==> config.mk <==
export PLATFORM = sky130hd
export DESIGN_NAME = gate_exerciser
export DESIGN_NICKNAME = d
export VERILOG_FILES = /design/src/rtl/gate_exerciser.sv
export SDC_FILE = /design/constraint.sdc
export NUM_CORES = 1
export LEC_CHECK = 0
export BUFFER_PORTS_ARGS = -buffer_cell sky130_fd_sc_hd__buf_2
export CORE_MARGIN = 8
export CORE_UTILIZATION = 59
export CTS_CLUSTER_DIAMETER = 30
export CTS_CLUSTER_SIZE = 24
export DETAILED_ROUTE_END_ITERATION = 6
export PLACE_DENSITY_LB_ADDON = 0.25
export SYNTH_ARGS = -nofsm -noshare
export SYNTH_HDL_FRONTEND = slang
export SYNTH_SLANG_ARGS = --single-unit
==> constraint.sdc <==
create_clock -name clk -period 6.1 [get_ports clk]
set_input_delay 0.61 -clock clk [delete_from_list [all_inputs] [get_ports clk]]
set_output_delay 0.61 -clock clk [all_outputs]
set_load 0.05 [all_outputs]
==> src/rtl/gate_exerciser.sv <==
// gate_exerciser: walks every input vector into a combinational gate under
// test, samples its output after a programmable settle time, and reports
// pass/fail, a mismatch count and the first failing vector.
module gate_exerciser #(
  parameter int N_IN   = 2,  // gate input width, 1..4
  parameter int SETTLE = 1   // extra hold cycles per vector, 0..15
) (
  input  logic            clk,
  input  logic            rst_n,
  input  logic            start,
  input  logic            abort,
  input  logic [2:0]      op,
  output logic [N_IN-1:0] dut_in,
  input  logic            dut_out,
  output logic            busy,
  output logic            done,
  output logic            pass,
  output logic [N_IN:0]   err_cnt,
  output logic [N_IN-1:0] fail_vec
);

  typedef enum logic [1:0] {
    S_IDLE,
    S_RUN,
    S_DONE
  } state_e;

  typedef enum logic [2:0] {
    OP_NOT  = 3'd0,
    OP_AND  = 3'd1,
    OP_OR   = 3'd2,
    OP_NAND = 3'd3,
    OP_NOR  = 3'd4,
    OP_XOR  = 3'd5,
    OP_XNOR = 3'd6,
    OP_BUF  = 3'd7
  } op_e;

  localparam logic [3:0]      SETTLE_C = 4'(SETTLE);
  localparam logic [N_IN-1:0] VEC_LAST = '1;

  state_e          state_q;
  op_e             op_q;
  logic [N_IN-1:0] vec_q;
  logic [3:0]      settle_q;
  logic [N_IN-1:0] dut_in_q;
  logic            busy_q;
  logic            done_q;
  logic            pass_q;
  logic [N_IN:0]   err_cnt_q;
  logic [N_IN-1:0] fail_vec_q;

  logic            expected;
  logic            mismatch;
  logic [N_IN:0]   err_cnt_d;
  logic [N_IN-1:0] fail_vec_d;

  // Reference value of the selected gate function for the current vector.
  always_comb begin
    // NOTE: a default before the case keeps every path assigned, so no latch is inferred.
    expected = 1'b0;
    case (op_q)
      OP_NOT:  expected = ~vec_q[0];
      OP_BUF:  expected = vec_q[0];
      OP_AND:  expected = &vec_q;
      OP_NAND: expected = ~(&vec_q);
      OP_OR:   expected = |vec_q;
      OP_NOR:  expected = ~(|vec_q);
      OP_XOR:  expected = ^vec_q;
      OP_XNOR: expected = ~(^vec_q);
      default: expected = 1'b0;
    endcase
  end

  // Error bookkeeping as it would stand after a sample of the current vector.
  always_comb begin
    mismatch   = (dut_out != expected);
    err_cnt_d  = err_cnt_q + {{N_IN{1'b0}}, mismatch};
    fail_vec_d = (mismatch && (err_cnt_q == '0)) ? vec_q : fail_vec_q;
  end

  // Run sequencer: vector walk, settle timing, sampling and result registers.
  always_ff @(posedge clk) begin
    if (!rst_n) begin
      // NOTE: sequential state uses non-blocking assignments so every register sees pre-edge values.
      state_q    <= S_IDLE;
      op_q       <= OP_NOT;
      vec_q      <= '0;
      settle_q   <= '0;
      dut_in_q   <= '0;
      busy_q     <= 1'b0;
      done_q     <= 1'b0;
      pass_q     <= 1'b0;
      err_cnt_q  <= '0;
      fail_vec_q <= '0;
    end else begin
      done_q <= 1'b0;
      case (state_q)
        S_IDLE: begin
          // start beats a simultaneous abort: abort is meaningless outside RUN
          if (start) begin
            state_q    <= S_RUN;
            op_q       <= op_e'(op);
            vec_q      <= '0;
            settle_q   <= '0;
            dut_in_q   <= '0;
            busy_q     <= 1'b1;
            pass_q     <= 1'b0;
            err_cnt_q  <= '0;
            fail_vec_q <= '0;
          end
        end
        S_RUN: begin
          if (abort) begin
            // partial err_cnt/fail_vec are kept for inspection; pass stays 0
            state_q  <= S_IDLE;
            busy_q   <= 1'b0;
            dut_in_q <= '0;
          end else if (settle_q == SETTLE_C) begin
            settle_q   <= '0;
            err_cnt_q  <= err_cnt_d;
            fail_vec_q <= fail_vec_d;
            if (vec_q == VEC_LAST) begin
              // vec is left at its last value so it never wraps while in RUN
              state_q  <= S_DONE;
              busy_q   <= 1'b0;
              done_q   <= 1'b1;
              pass_q   <= (err_cnt_d == '0);
              dut_in_q <= '0;
            end else begin
              vec_q    <= vec_q + 1'b1;
              dut_in_q <= vec_q + 1'b1;
            end
          end else begin
            settle_q <= settle_q + 4'd1;
          end
        end
        S_DONE: begin
          state_q <= S_IDLE;
        end
        default: begin
          state_q <= S_IDLE;
        end
      endcase
    end
  end

  assign dut_in   = dut_in_q;
  assign busy     = busy_q;
  assign done     = done_q;
  assign pass     = pass_q;
  assign err_cnt  = err_cnt_q;
  assign fail_vec = fail_vec_q;

endmodule

==> results.py <==
metrics = {
    "worst_setup_path": {
        "path_class": "flip-flop to flip-flop",
        "cp_slowest_stage_delay_ns": 0.52,
        "critPathSlowestCell": "mux4_2",
        "reg2reg_setup_slack_ns": 3.40,
        "critPathLaunch": "vec_q[0]",
        "reg2reg_from": "vec_q[0]",
        "cp-start-kind": "flip-flop",
        "reg2reg_depth": 11,
        "crit_fanout": 5,
        "critPathRequiredTime_ns": 6.35,
        "rr_endpoint": "pass",
        "path_common_cell": "ha_1",
        "cp-end-kind": "flip-flop",
        "worstSetupEndpoint": "pass",
        "cp.arrival_ns": 2.95,
        "cp_cell_sequence": "inv_1, ha_1, inv_1, mux2i_1, mux4_2, xnor2_1, ha_1, ha_1, nor3_1, o2111ai_1, a21boi_0",
    },
    "grt": {
        "grt_pass1_wl_um": 3960,
        "grt_pass1_vias": 914,
        "grt_start_max_net_pins": 24,
        "grt_usage_pct": 14.3,
        "gr-total-overflow": 0,
        "antenna_found_initial": 0,
    },
    "synth": {
        "ys_warn_count": 0,
        "yosysSeqAreaShare_pct": 36.6,
        "yosysUniqueCellTypes": 35,
        "ys_ff_latch": 21,
        "synthCells": 122,
        "syn-num-nets": 136,
        "netlist_area_um2": 1150,
        "syn_avg_cell_area_um2": 9.40,
    },
    "sta": {
        "fin_crit_ns": 2.70,
        "setup_ws_ns": 3.40,
        "worst_slew_pin_slew_ns": 0.491,
        "skew_ns": 0.0120,
        "rsz0062_at_grt": "false",
        "fmaxAchievable_ghz": 0.370,
        "hold_violations": 0,
        "slew_viol_final": 0,
        "maxSlewHeadroom_pct": 67.0,
        "setup_tns_ns": 0,
        "setup_viol": 0,
        "finalCritPeriodShare_pct": 44.3,
    },
    "route": {
        "drt_iter0_drc": 12,
        "drt_wl_total_um": 2350,
        "drc": 0,
        "drt-wirelength-per-cell_um": 14.2,
        "routed_via_density": 5.69,
        "ant_nets": 0,
        "drtPass1Iterations": 4,
        "vias": 945,
    },
    "final_layout": {
        "fin_cells": 166,
        "antenna_cells": 0,
        "regArea_um2": 420,
        "drive_gt1_share_pct": 20.1,
        "fin_nets": 154,
        "final_cell_mix": "dfxtp_1, buf_2, mux2i_1, nor2b_1, nand2_1",
        "nFillCells": 169,
        "final_common_cell": "dfxtp_1",
        "design_area_um2": 1270,
        "multi_input_area_um2": 689,
        "area_delta_synth_final_pct": 11.1,
    },
    "clocking": {
        "cts_tree": "done",
        "numCtsBuffers": 3,
        "cts_hold_buf": 0,
        "cts_resized": 0,
        "cts_buffer_depth": 2,
        "cts_num_sinks": 21,
        "clk_pin_slew_worst_paths_ns": 0.12,
        "htreeDepth": 1,
        "post_cts_buffers": 0,
        "root_buffer": "clkbuf_4",
        "clk_latency_ns": 0.31,
    },
    "job": {
        "cap_violations": 0,
    },
    "placement": {
        "gp_congestion": 0.820,
        "dp.cells": 162,
        "dpl.hpwl_um": 1870,
        "dpl_worst_slack_ns": 3.39,
        "placed_area_um2": 1250,
        "port_buffers": 17,
    },
    "min_path": {
        "hold_path.class": "flip-flop to flip-flop",
    },
    "die": {
        "fp.dieArea_um2": 3610,
        "ioPinCount": 18,
        "die_height_um": 60.1,
        "initial_utilization_pct": 60.3,
        "coreArea_um2": 1900,
        "fp.dieW_um": 60.1,
        "std_cell_rows": 16,
    },
    "pwr": {
        "powerDensity_nw_per_um2": 202,
        "p_leak_nw": 0.523,
        "max-vdd-ir-drop_v": 0.000142,
    },
    "outcome": {
        "status": "finished, final reports clean",
    },
}
-- per-stage QoR --
stage	utilization [%]	hold slack, ns	total power [mW]
after floorplan	-	0.467	0.182
after global placement	65.6	0.465	0.191
after detailed placement	65.6	0.492	0.193
after CTS	67.0	0.510	0.260
after global routing	67.0	0.543	0.270
final	67.0	0.511	0.257
-- final cells by class --
cell class	instances	area share, %
multi-input cells	92	54.1
flip-flops and latches	21	33.0
repair buffers	17	6.67
well taps	27	2.65
clock buffers	3	1.77
inverters	5	1.47
clock inverters	1	0.393
-- worst max-delay path: cells and delay by family (launching register included) --
family          cells  cell delay, ns
flops               1            0.41
xor+xnor            1            0.15
fa+ha+maj           3            0.80
compound gates      2            0.31
simple gates        1            0.18
mux                 2            0.59
buf+inv             2            0.18
-- flip-flops by register name, summed over array words and instances (netlist names) --
name,flops
state_q,2
fail_vec,2
pass,1
dut_in,2
busy,1
err_cnt,3
settle_q,4
done,1
op_q,3
vec_q,2
-- Yosys cell counts --
| master | count | area, um2 |
|---|---|---|
| mux2i_1 | 9 | 90.1 |
| a21boi_0 | 4 | 30.0 |
| o21a_1 | 4 | 30.0 |
| nand2b_1 | 4 | 25.0 |
| and3_2 | 2 | 15.0 |
| o21ai_0 | 5 | 25.0 |
| o221a_2 | 1 | 11.3 |
| nand4b_1 | 1 | 8.76 |
| a221oi_4 | 1 | 26.3 |
| nand3_1 | 4 | 20.0 |
| nor4_1 | 1 | 6.26 |
| nor3_1 | 6 | 30.0 |
| clkbuf_1 | 3 | 11.3 |
| inv_1 | 5 | 18.8 |
| and2_1 | 2 | 12.5 |
| mux4_2 | 1 | 22.5 |
| nand2_1 | 7 | 26.3 |
| a211oi_1 | 1 | 7.51 |
| a22oi_1 | 2 | 15.0 |
| nor3b_1 | 1 | 7.51 |
| o211ai_1 | 2 | 15.0 |
| mux2i_2 | 1 | 13.8 |
| mux2_1 | 1 | 11.3 |
| nor2b_1 | 8 | 50.1 |
| dfxtp_1 | 21 | 420 |
| xnor2_1 | 3 | 26.3 |
| ha_1 | 6 | 75.1 |
| nor2_1 | 4 | 15.0 |
| and3_1 | 2 | 12.5 |
| buf_4 | 1 | 7.51 |
| or3b_4 | 1 | 11.3 |
| nand3b_1 | 2 | 15.0 |
| o22ai_1 | 1 | 6.26 |
| a21oi_1 | 4 | 20.0 |
| o2111ai_1 | 1 | 8.76 |
-- power by group --
| part | internal, mW | leakage, nW | switching, mW |
|---|---|---|---|
| Sequential | 0.141 | 0.170 | 0.00421 |
| Combinational | 0.0191 | 0.335 | 0.0253 |
| Clock | 0.0245 | 0.0177 | 0.0434 |
| Total | 0.184 | 0.523 | 0.0730 |
-- worst min path at each step --
stage               slack, ns          end  cells past startpoint      from
floorplan                0.47  fail_vec[1]                      2  vec_q[1]
global placement         0.46         pass                      2      pass
detailed placement       0.49         pass                      2      pass
CTS                      0.51         pass                      2      pass
global route             0.54  fail_vec[1]                      2  vec_q[1]
finish                   0.51         pass                      2      pass
-- layer usage --
layer,vias to the layer above,GRT usage (%),wire length [um]
met3,2,4.09,126
met1,451,16.7,1060
li1,475,-,-
met5,-,0,0
met4,0,5.10,23
met2,17,23.8,1140
-- cells by family (layout without fill, tap and decap cells) --
kind of cell / count (synthesis) / in the layout / synth area share (%)
buffers and inverters: 9 / 26 / 3.27
DFF: 21 / 21 / 36.6
AOI/OAI and AO/OA: 26 / 26 / 17.0
adders and majority gates: 6 / 6 / 6.54
xor gates and xnor gates: 3 / 3 / 2.29
and+or+nand+nor: 45 / 45 / 22.2
muxes: 12 / 12 / 12.0
(Power assumes the default switching activity.)
